==> config.mk <==
export PLATFORM = sky130hd
export DESIGN_NAME = board_count_master_flat
export DESIGN_NICKNAME = d
export VERILOG_FILES = /design/src/rtl/board_count_master_if.sv /design/src/rtl/board_count_master.sv /design/src/flat_wrapper.sv
export SDC_FILE = /design/constraint.sdc
export NUM_CORES = 1
export LEC_CHECK = 0
export BUFFER_PORTS_ARGS = -buffer_cell sky130_fd_sc_hd__buf_2
export CAP_MARGIN = 5
export CORE_ASPECT_RATIO = 0.7
export CORE_MARGIN = 2
export CORE_UTILIZATION = 33
export CTS_CLUSTER_DIAMETER = 150
export DETAILED_ROUTE_END_ITERATION = 8
export HOLD_SLACK_MARGIN = 0.08
export SLEW_MARGIN = 20
export SYNTH_ARGS = -nofsm -noshare
export SYNTH_HDL_FRONTEND = slang
export SYNTH_SLANG_ARGS = --single-unit
==> constraint.sdc <==
create_clock -name CLK_I -period 8.5 [get_ports CLK_I]
set_clock_uncertainty 0.05 [all_clocks]
set_input_delay 0.425 -clock CLK_I [delete_from_list [all_inputs] [get_ports CLK_I]]
set_output_delay 0.425 -clock CLK_I [all_outputs]
set_load 0.005 [all_outputs]
==> src/rtl/board_count_master_if.sv <==
// board_count_master_if: Wishbone bus between the
// neighbour-count initiator and the board memory.
interface board_count_master_if;
  logic       CYC_O;
  logic       STB_O;
  logic       WE_O;
  logic [7:0] ADR_O;
  logic [7:0] DAT_O;
  logic [7:0] DAT_I;
  logic       ACK_I;

  modport master (
    output CYC_O, STB_O, WE_O, ADR_O, DAT_O,
    input  DAT_I, ACK_I
  );

  modport slave (
    input  CYC_O, STB_O, WE_O, ADR_O, DAT_O,
    output DAT_I, ACK_I
  );
endinterface

==> src/rtl/board_count_master.sv <==
// board_count_master: sweeps the active NxN board and
// writes each cell's neighbour mine count into mine_ind.
module board_count_master #(
  parameter int TIMEOUT = 16
) (
  input  logic                 CLK_I,
  input  logic                 RST_NI,
  input  logic                 start_i,
  input  logic [4:0]           size_i,
  output logic                 busy_o,
  output logic                 done_o,
  output logic                 err_o,
  board_count_master_if.master bus
);
  localparam int TW = $clog2(TIMEOUT + 1);

  typedef enum logic [2:0] {
    IDLE, NBR_REQ, RD_REQ, WR_REQ, GAP, FIN
  } state_t;

  state_t        r_state;
  state_t        w_state_nx;
  state_t        r_prev;
  logic [4:0]    r_size;
  logic [3:0]    r_row;
  logic [3:0]    r_col;
  logic [3:0]    r_nidx;
  logic [3:0]    r_cnt;
  logic [7:0]    r_rd;
  logic [TW-1:0] r_to;
  logic          r_err;

  logic       w_legal;
  logic       w_stb;
  logic       w_ack;
  logic       w_timeout;
  logic       w_last_col;
  logic       w_last;
  logic       w_err;
  logic [3:0] w_nrow;
  logic [3:0] w_ncol;
  logic [3:0] w_find_st;
  logic [3:0] w_find_nx;
  logic [3:0] w_find_cell;

  function automatic logic [3:0] f_dr(input logic [2:0] k);
    case (k)
      3'd0, 3'd1, 3'd2: f_dr = 4'hF;
      3'd3, 3'd4:       f_dr = 4'h0;
      default:          f_dr = 4'h1;
    endcase
  endfunction

  function automatic logic [3:0] f_dc(input logic [2:0] k);
    case (k)
      3'd0, 3'd3, 3'd5: f_dc = 4'hF;
      3'd1, 3'd6:       f_dc = 4'h0;
      default:          f_dc = 4'h1;
    endcase
  endfunction

  // A negative coordinate wraps to a large unsigned value,
  // so a single "< N" test rejects both edges.
  function automatic logic f_ok(
    input logic [3:0] row,
    input logic [3:0] col,
    input logic [4:0] n,
    input logic [2:0] k
  );
    logic [3:0] v_dr;
    logic [3:0] v_dc;
    logic [5:0] v_r;
    logic [5:0] v_c;
    v_dr = f_dr(k);
    v_dc = f_dc(k);
    v_r  = {2'b00, row} + {{2{v_dr[3]}}, v_dr};
    v_c  = {2'b00, col} + {{2{v_dc[3]}}, v_dc};
    return (v_r < {1'b0, n}) && (v_c < {1'b0, n});
  endfunction

  // First in-range neighbour index >= from; 8 when none.
  function automatic logic [3:0] f_find(
    input logic [3:0] row,
    input logic [3:0] col,
    input logic [4:0] n,
    input logic [3:0] from
  );
    logic [3:0] v_k;
    v_k = 4'd8;
    for (int i = 7; i >= 0; i--) begin
      if (4'(i) >= from && f_ok(row, col, n, 3'(i)))
        v_k = 4'(i);
    end
    return v_k;
  endfunction

  assign w_legal = (size_i != 5'd0) && (size_i <= 5'd16);
  assign w_stb = (r_state == NBR_REQ) ||
                 (r_state == RD_REQ) ||
                 (r_state == WR_REQ);
  assign w_ack = w_stb && bus.ACK_I;
  assign w_timeout = w_stb && !bus.ACK_I &&
                     (r_to == TW'(TIMEOUT - 1));
  assign w_last_col = ({1'b0, r_col} == r_size - 5'd1);
  assign w_last = w_last_col &&
                  ({1'b0, r_row} == r_size - 5'd1);
  assign w_ncol = w_last_col ? 4'd0 : r_col + 4'd1;
  assign w_nrow = w_last_col ? r_row + 4'd1 : r_row;

  assign w_find_st = f_find(4'd0, 4'd0, size_i, 4'd0);
  assign w_find_nx = f_find(r_row, r_col, r_size,
                            r_nidx + 4'd1);
  assign w_find_cell = f_find(w_nrow, w_ncol, r_size, 4'd0);

  // State register.
  always_ff @(posedge CLK_I) begin
    if (!RST_NI) r_state <= IDLE;
    else         r_state <= w_state_nx;
  end

  // Next-state and error pulse decode.
  always_comb begin
    w_state_nx = r_state;
    w_err      = 1'b0;
    case (r_state)
      IDLE: begin
        if (start_i) begin
          if (!w_legal)          w_err = 1'b1;
          else if (w_find_st[3]) w_state_nx = RD_REQ;
          else                   w_state_nx = NBR_REQ;
        end
      end
      NBR_REQ, RD_REQ, WR_REQ: begin
        if (w_ack) begin
          w_state_nx = GAP;
        end else if (w_timeout) begin
          w_state_nx = IDLE;
          w_err      = 1'b1;
        end
      end
      GAP: begin
        case (r_prev)
          NBR_REQ:
            w_state_nx = w_find_nx[3] ? RD_REQ : NBR_REQ;
          RD_REQ:
            w_state_nx = WR_REQ;
          default: begin
            if (w_last)              w_state_nx = FIN;
            else if (w_find_cell[3]) w_state_nx = RD_REQ;
            else                     w_state_nx = NBR_REQ;
          end
        endcase
      end
      FIN:     w_state_nx = IDLE;
      default: w_state_nx = IDLE;
    endcase
  end

  // Sweep position, neighbour count and captured cell data.
  always_ff @(posedge CLK_I) begin
    if (!RST_NI) begin
      r_prev <= IDLE;
      r_size <= 5'd0;
      r_row  <= 4'd0;
      r_col  <= 4'd0;
      r_nidx <= 4'd0;
      r_cnt  <= 4'd0;
      r_rd   <= 8'd0;
      r_to   <= '0;
      r_err  <= 1'b0;
    end else begin
      r_err <= w_err;
      if (w_stb && !bus.ACK_I) r_to <= r_to + 1'b1;
      else                     r_to <= '0;
      case (r_state)
        IDLE: begin
          if (start_i) begin
            r_size <= size_i;
            r_row  <= 4'd0;
            r_col  <= 4'd0;
            r_cnt  <= 4'd0;
            r_nidx <= w_find_st;
          end
        end
        NBR_REQ: begin
          if (bus.ACK_I) begin
            r_cnt  <= r_cnt + {3'b000, bus.DAT_I[7]};
            r_prev <= NBR_REQ;
          end
        end
        RD_REQ: begin
          if (bus.ACK_I) begin
            r_rd   <= bus.DAT_I & 8'hE1;
            r_prev <= RD_REQ;
          end
        end
        WR_REQ: begin
          if (bus.ACK_I) r_prev <= WR_REQ;
        end
        GAP: begin
          if (r_prev == NBR_REQ) begin
            r_nidx <= w_find_nx;
          end else if (r_prev == WR_REQ) begin
            r_row  <= w_nrow;
            r_col  <= w_ncol;
            r_cnt  <= 4'd0;
            r_nidx <= w_find_cell;
          end
        end
        default: ;
      endcase
    end
  end

  assign bus.CYC_O = w_stb;
  assign bus.STB_O = w_stb;
  assign bus.WE_O  = (r_state == WR_REQ);
  assign bus.ADR_O = (r_state == NBR_REQ) ?
    {r_row + f_dr(r_nidx[2:0]), r_col + f_dc(r_nidx[2:0])} :
    {r_row, r_col};
  assign bus.DAT_O = r_rd | {3'b000, r_cnt, 1'b0};

  assign busy_o = w_stb || (r_state == GAP);
  assign done_o = (r_state == FIN);
  assign err_o  = r_err;
endmodule

==> src/flat_wrapper.sv <==
// flat-port wrapper written by rule: the top's interface ports become plain ports
module board_count_master_flat 
#(
  parameter int TIMEOUT = 16
)
  (CLK_I, RST_NI, start_i, size_i, busy_o, done_o, err_o, bus_CYC_O, bus_STB_O, bus_WE_O, bus_ADR_O, bus_DAT_O, bus_DAT_I, bus_ACK_I);
  board_count_master_if bus_i ();
  input  logic CLK_I;
  input  logic RST_NI;
  input  logic start_i;
  input  logic [4:0] size_i;
  output logic busy_o;
  output logic done_o;
  output logic err_o;
  output wire logic [$bits(bus_i.CYC_O)-1:0] bus_CYC_O;
  output wire logic [$bits(bus_i.STB_O)-1:0] bus_STB_O;
  output wire logic [$bits(bus_i.WE_O)-1:0] bus_WE_O;
  output wire logic [$bits(bus_i.ADR_O)-1:0] bus_ADR_O;
  output wire logic [$bits(bus_i.DAT_O)-1:0] bus_DAT_O;
  input wire logic [$bits(bus_i.DAT_I)-1:0] bus_DAT_I;
  input wire logic [$bits(bus_i.ACK_I)-1:0] bus_ACK_I;
  assign bus_CYC_O = bus_i.CYC_O;
  assign bus_STB_O = bus_i.STB_O;
  assign bus_WE_O = bus_i.WE_O;
  assign bus_ADR_O = bus_i.ADR_O;
  assign bus_DAT_O = bus_i.DAT_O;
  assign bus_i.DAT_I = bus_DAT_I;
  assign bus_i.ACK_I = bus_ACK_I;
  board_count_master #(.TIMEOUT(TIMEOUT)) u_core (.CLK_I(CLK_I), .RST_NI(RST_NI), .start_i(start_i), .size_i(size_i), .busy_o(busy_o), .done_o(done_o), .err_o(err_o), .bus(bus_i));
endmodule
==> run metrics <==
synth unique cells=62; met2 WL=5090 µm; Die W=~140 µm; final hold vios=0; top cells by area, synth=ha_1 (22%), dfxtp_1 (17%), nor2_1 (5.7%); Final setup violation count=0; clock sink count=36; commonest non-fill, non-tap cell in the layout=ha_1; Setup crit start kind=register; Synth top area share=21.7%; nets=670; RSZ-0062 raised after global routing=no; CP Data Required Time=between 8000 and 9000 ps; mean post-synth cell area=around 7.6 µm²; Leak=~2 nW; Num CTS Buffers=5; WHS Path Cells=3; Vias/cell=between 5 and 6; maximum clock path buffer count=2; Reg clk slew, reported paths=~60 ps; H-tree levels=2; grt total ovfl=0; antenna viol nets, final=0; routed len/inst=about 17 µm; Post-Syn Area=roughly 0.0042 mm²; Max Used Layer=met4; status=complete, no violations; Layout area overhead=11.7%; worst reg2reg path endpoint=u_core.r_state[0]$_SDFFE_PN0P_; syn nets=~650; cts-stage hold buffer count=0; Seq/Total Area, Yosys=roughly 17%; Post-CTS Setup Bufs=0; Worst Path Arrival=5060 ps; initial antenna violation count=0; ant diodes=0; finished layout cell area=0.00470 mm²; RePlAce Congestion=0.936; DRT Wirelength=12300 µm; Port-buffer cells=34; Starting Density=roughly 34%; largest net degree at the start of global routing=30; Total GRT Usage=roughly 18%; Clock Latency Late Sink=between 200 and 300 ps; Post-synth EDFFs=0; Slew Limit Fails=0; # resized after CTS=0; yosys warns=0; met3 wire length=702 µm; Via Count=between 4000 and 5000; Min Clock Period, post-route=slightly below 5000 ps; placed cell areas=~0.0045 mm²; FF-to-FF path depth=17; part of the cycle the worst path needs=between 50% and 60%; launch point of the worst hold path=bus_DAT_I[6]; r2r setup slk=between 3000 and 4000 ps; Final Util=around 38%; peak supply drop=a little over 0.07 mV; worst reg2reg startpoint=u_core.r_size[0]$_SDFFE_PN0P_; crit path capture type=register; Fillers=between 1000 and 1500; Critical Path Fanout Max=11; critical path class=register to register; WHS Endpoint=u_core.r_rd[6]$_SDFFE_PN0P_; most frequent cells in the layout=ha_1 (73), nor2_1 (64), nand2_1 (51); Post-synth ARST share=0%; share of cells above drive strength 1=10.7%; Routed met1 length=between 6000 and 7000 µm; power per cell area=between 100 and 150 mW/mm²; die height=98.5 µm; Worst slew margin=approximately 30%; Std-Cell Rows=34; Sequential cell area=721 µm²; Mapped Cells=around 560; vias in the first global route=3857; setup TNS after final layout=0 ps; area taken by multi-input logic gates=~0.0033 mm²; Max Freq=203 MHz; Root Driver=clkbuf_16; first-pass GRT wire length=a little under 20000 µm; CTS tree=built; Yosys reg bits=36; post-synth top area cell=ha_1; die area=0.0137 mm²; prevailing post-synth register cell=dfxtp_1; hold slack=~330 ps; Core Box Area=between 0.01 and 0.015 mm²; hold crit path type=input port to register; DR pass1 iterations=4; DRT iter0 DRCs=around 330; Post-DP HPWL=9360 µm; max-cap viol count=0; DRC Markers=0; worst-margin pin slew=between 1000 and 1500 ps; io pins=39
registers in the layout (all words and copies together), names as in the netlist, 3 cells and up:
name            flops
u_core.r_to         5
u_core.r_col        4
u_core.r_size       5
u_core.r_row        4
u_core.r_cnt        4
u_core.r_state      3
u_core.r_rd         4
u_core.r_nidx       4
cell type report:
class                   instances  share of cell area, %
flip-flops and latches         36                   15.3
clock buffers                   7                   3.25
clock inverters                 1                  0.639
well taps                     162                   4.31
inverters                      31                   2.48
multi-input cells             467                   69.9
repair buffers                 37                   4.10
stage by stage:
step                      instances  setup slack [ps]  power (W)
after global placement          733              3850   0.000402
final                           741              3570   0.000641
after global routing            741              3290   0.000679
after floorplan                 556              4430   0.000344
after CTS                       741              3690   0.000640
after detailed placement        733              3700   0.000409
where the power goes:
part	switching [W]	leakage [nW]	internal, W
combinational	0.000140	1.68	0.0000822
sequential	0.0000128	0.292	0.000175
clock	0.0000762	0.0901	0.000155
total	0.000229	2.06	0.000412
layer usage:
layer	vias to the layer above	GRT usage (%)
li1	2036	-
met1	1936	26.6
met2	139	26.9
met3	19	3.16
met4	0	3.96
met5	-	0
cell usage after synthesis (2+ instances only):
cell type and instances:
ha_1 73, a22oi_1 6, a41oi_1 3, nor3_1 13, o22ai_1 3, fa_1 2, a211oi_1 7, a2111oi_0 2
nor2_1 64, o21ai_0 40, a21boi_0 2, or3b_2 2, nand2b_1 4, dfxtp_1 36, nand4b_1 4, nor3b_1 3
o211ai_1 2, a31o_2 2, a211o_1 3, nor2b_1 7, o2111ai_1 2, inv_1 31, a21o_1 10, buf_2 3
and3_1 8, nor4_1 6, nand4_1 2, and2_1 4, xor2_1 16, nand3_1 14, or4_1 2, a21oi_1 47
and3b_1 2, nand2_1 51, xnor2_1 22, clkbuf_1 18, a31oi_1 3, or2_2 4, o21a_1 7, mux2i_1 3
a311oi_1 2
cells by family (layout without fill, tap and decap cells):
family	Yosys count	after routing	synth area share (%)
and+or+nand+nor	195	195	22.3
AOI/OAI and AO/OA	153	153	23.1
muxes	4	4	0.982
buffers and inverters	53	76	4.91
xor gates and xnor gates	40	40	8.95
DFF	36	36	17.1
adders and majority gates	75	75	22.7
critical path, cell delays in order (launching register included):
cell	delay, ps
dfxtp_1	630
inv_1	250
ha_1	300
xnor2_1	400
o21ai_0	220
a211oi_1	370
buf_4	250
xnor2_1	260
ha_1	280
xor2_1	160
ha_1	270
a21o_1	160
a211oi_1	230
a21oi_1	150
or2_2	340
o211ai_2	100
a21oi_2	100
a2111oi_2	280
how the worst max path moves through the flow:
| stage | start | slack [ps] | endpoint | depth (start not counted) |
|---|---|---|---|---|
| 2_1_floorplan | u_core.r_size[0]$_SDFFE_PN0P_ | 4430 | u_core.r_state[0]$_SDFFE_PN0P_ | 17 |
| 3_3_place_gp | u_core.r_size[0]$_SDFFE_PN0P_ | 3850 | u_core.r_state[0]$_SDFFE_PN0P_ | 17 |
| 3_5_place_dp | u_core.r_size[0]$_SDFFE_PN0P_ | 3700 | u_core.r_state[0]$_SDFFE_PN0P_ | 17 |
| 4_1_cts | u_core.r_size[0]$_SDFFE_PN0P_ | 3690 | u_core.r_state[0]$_SDFFE_PN0P_ | 17 |
| 5_1_grt | u_core.r_size[0]$_SDFFE_PN0P_ | 3290 | u_core.r_state[0]$_SDFFE_PN0P_ | 17 |
| 6_report | u_core.r_size[0]$_SDFFE_PN0P_ | 3570 | u_core.r_state[0]$_SDFFE_PN0P_ | 17 |
No activity file was read; power rests on OpenSTA's default activity.
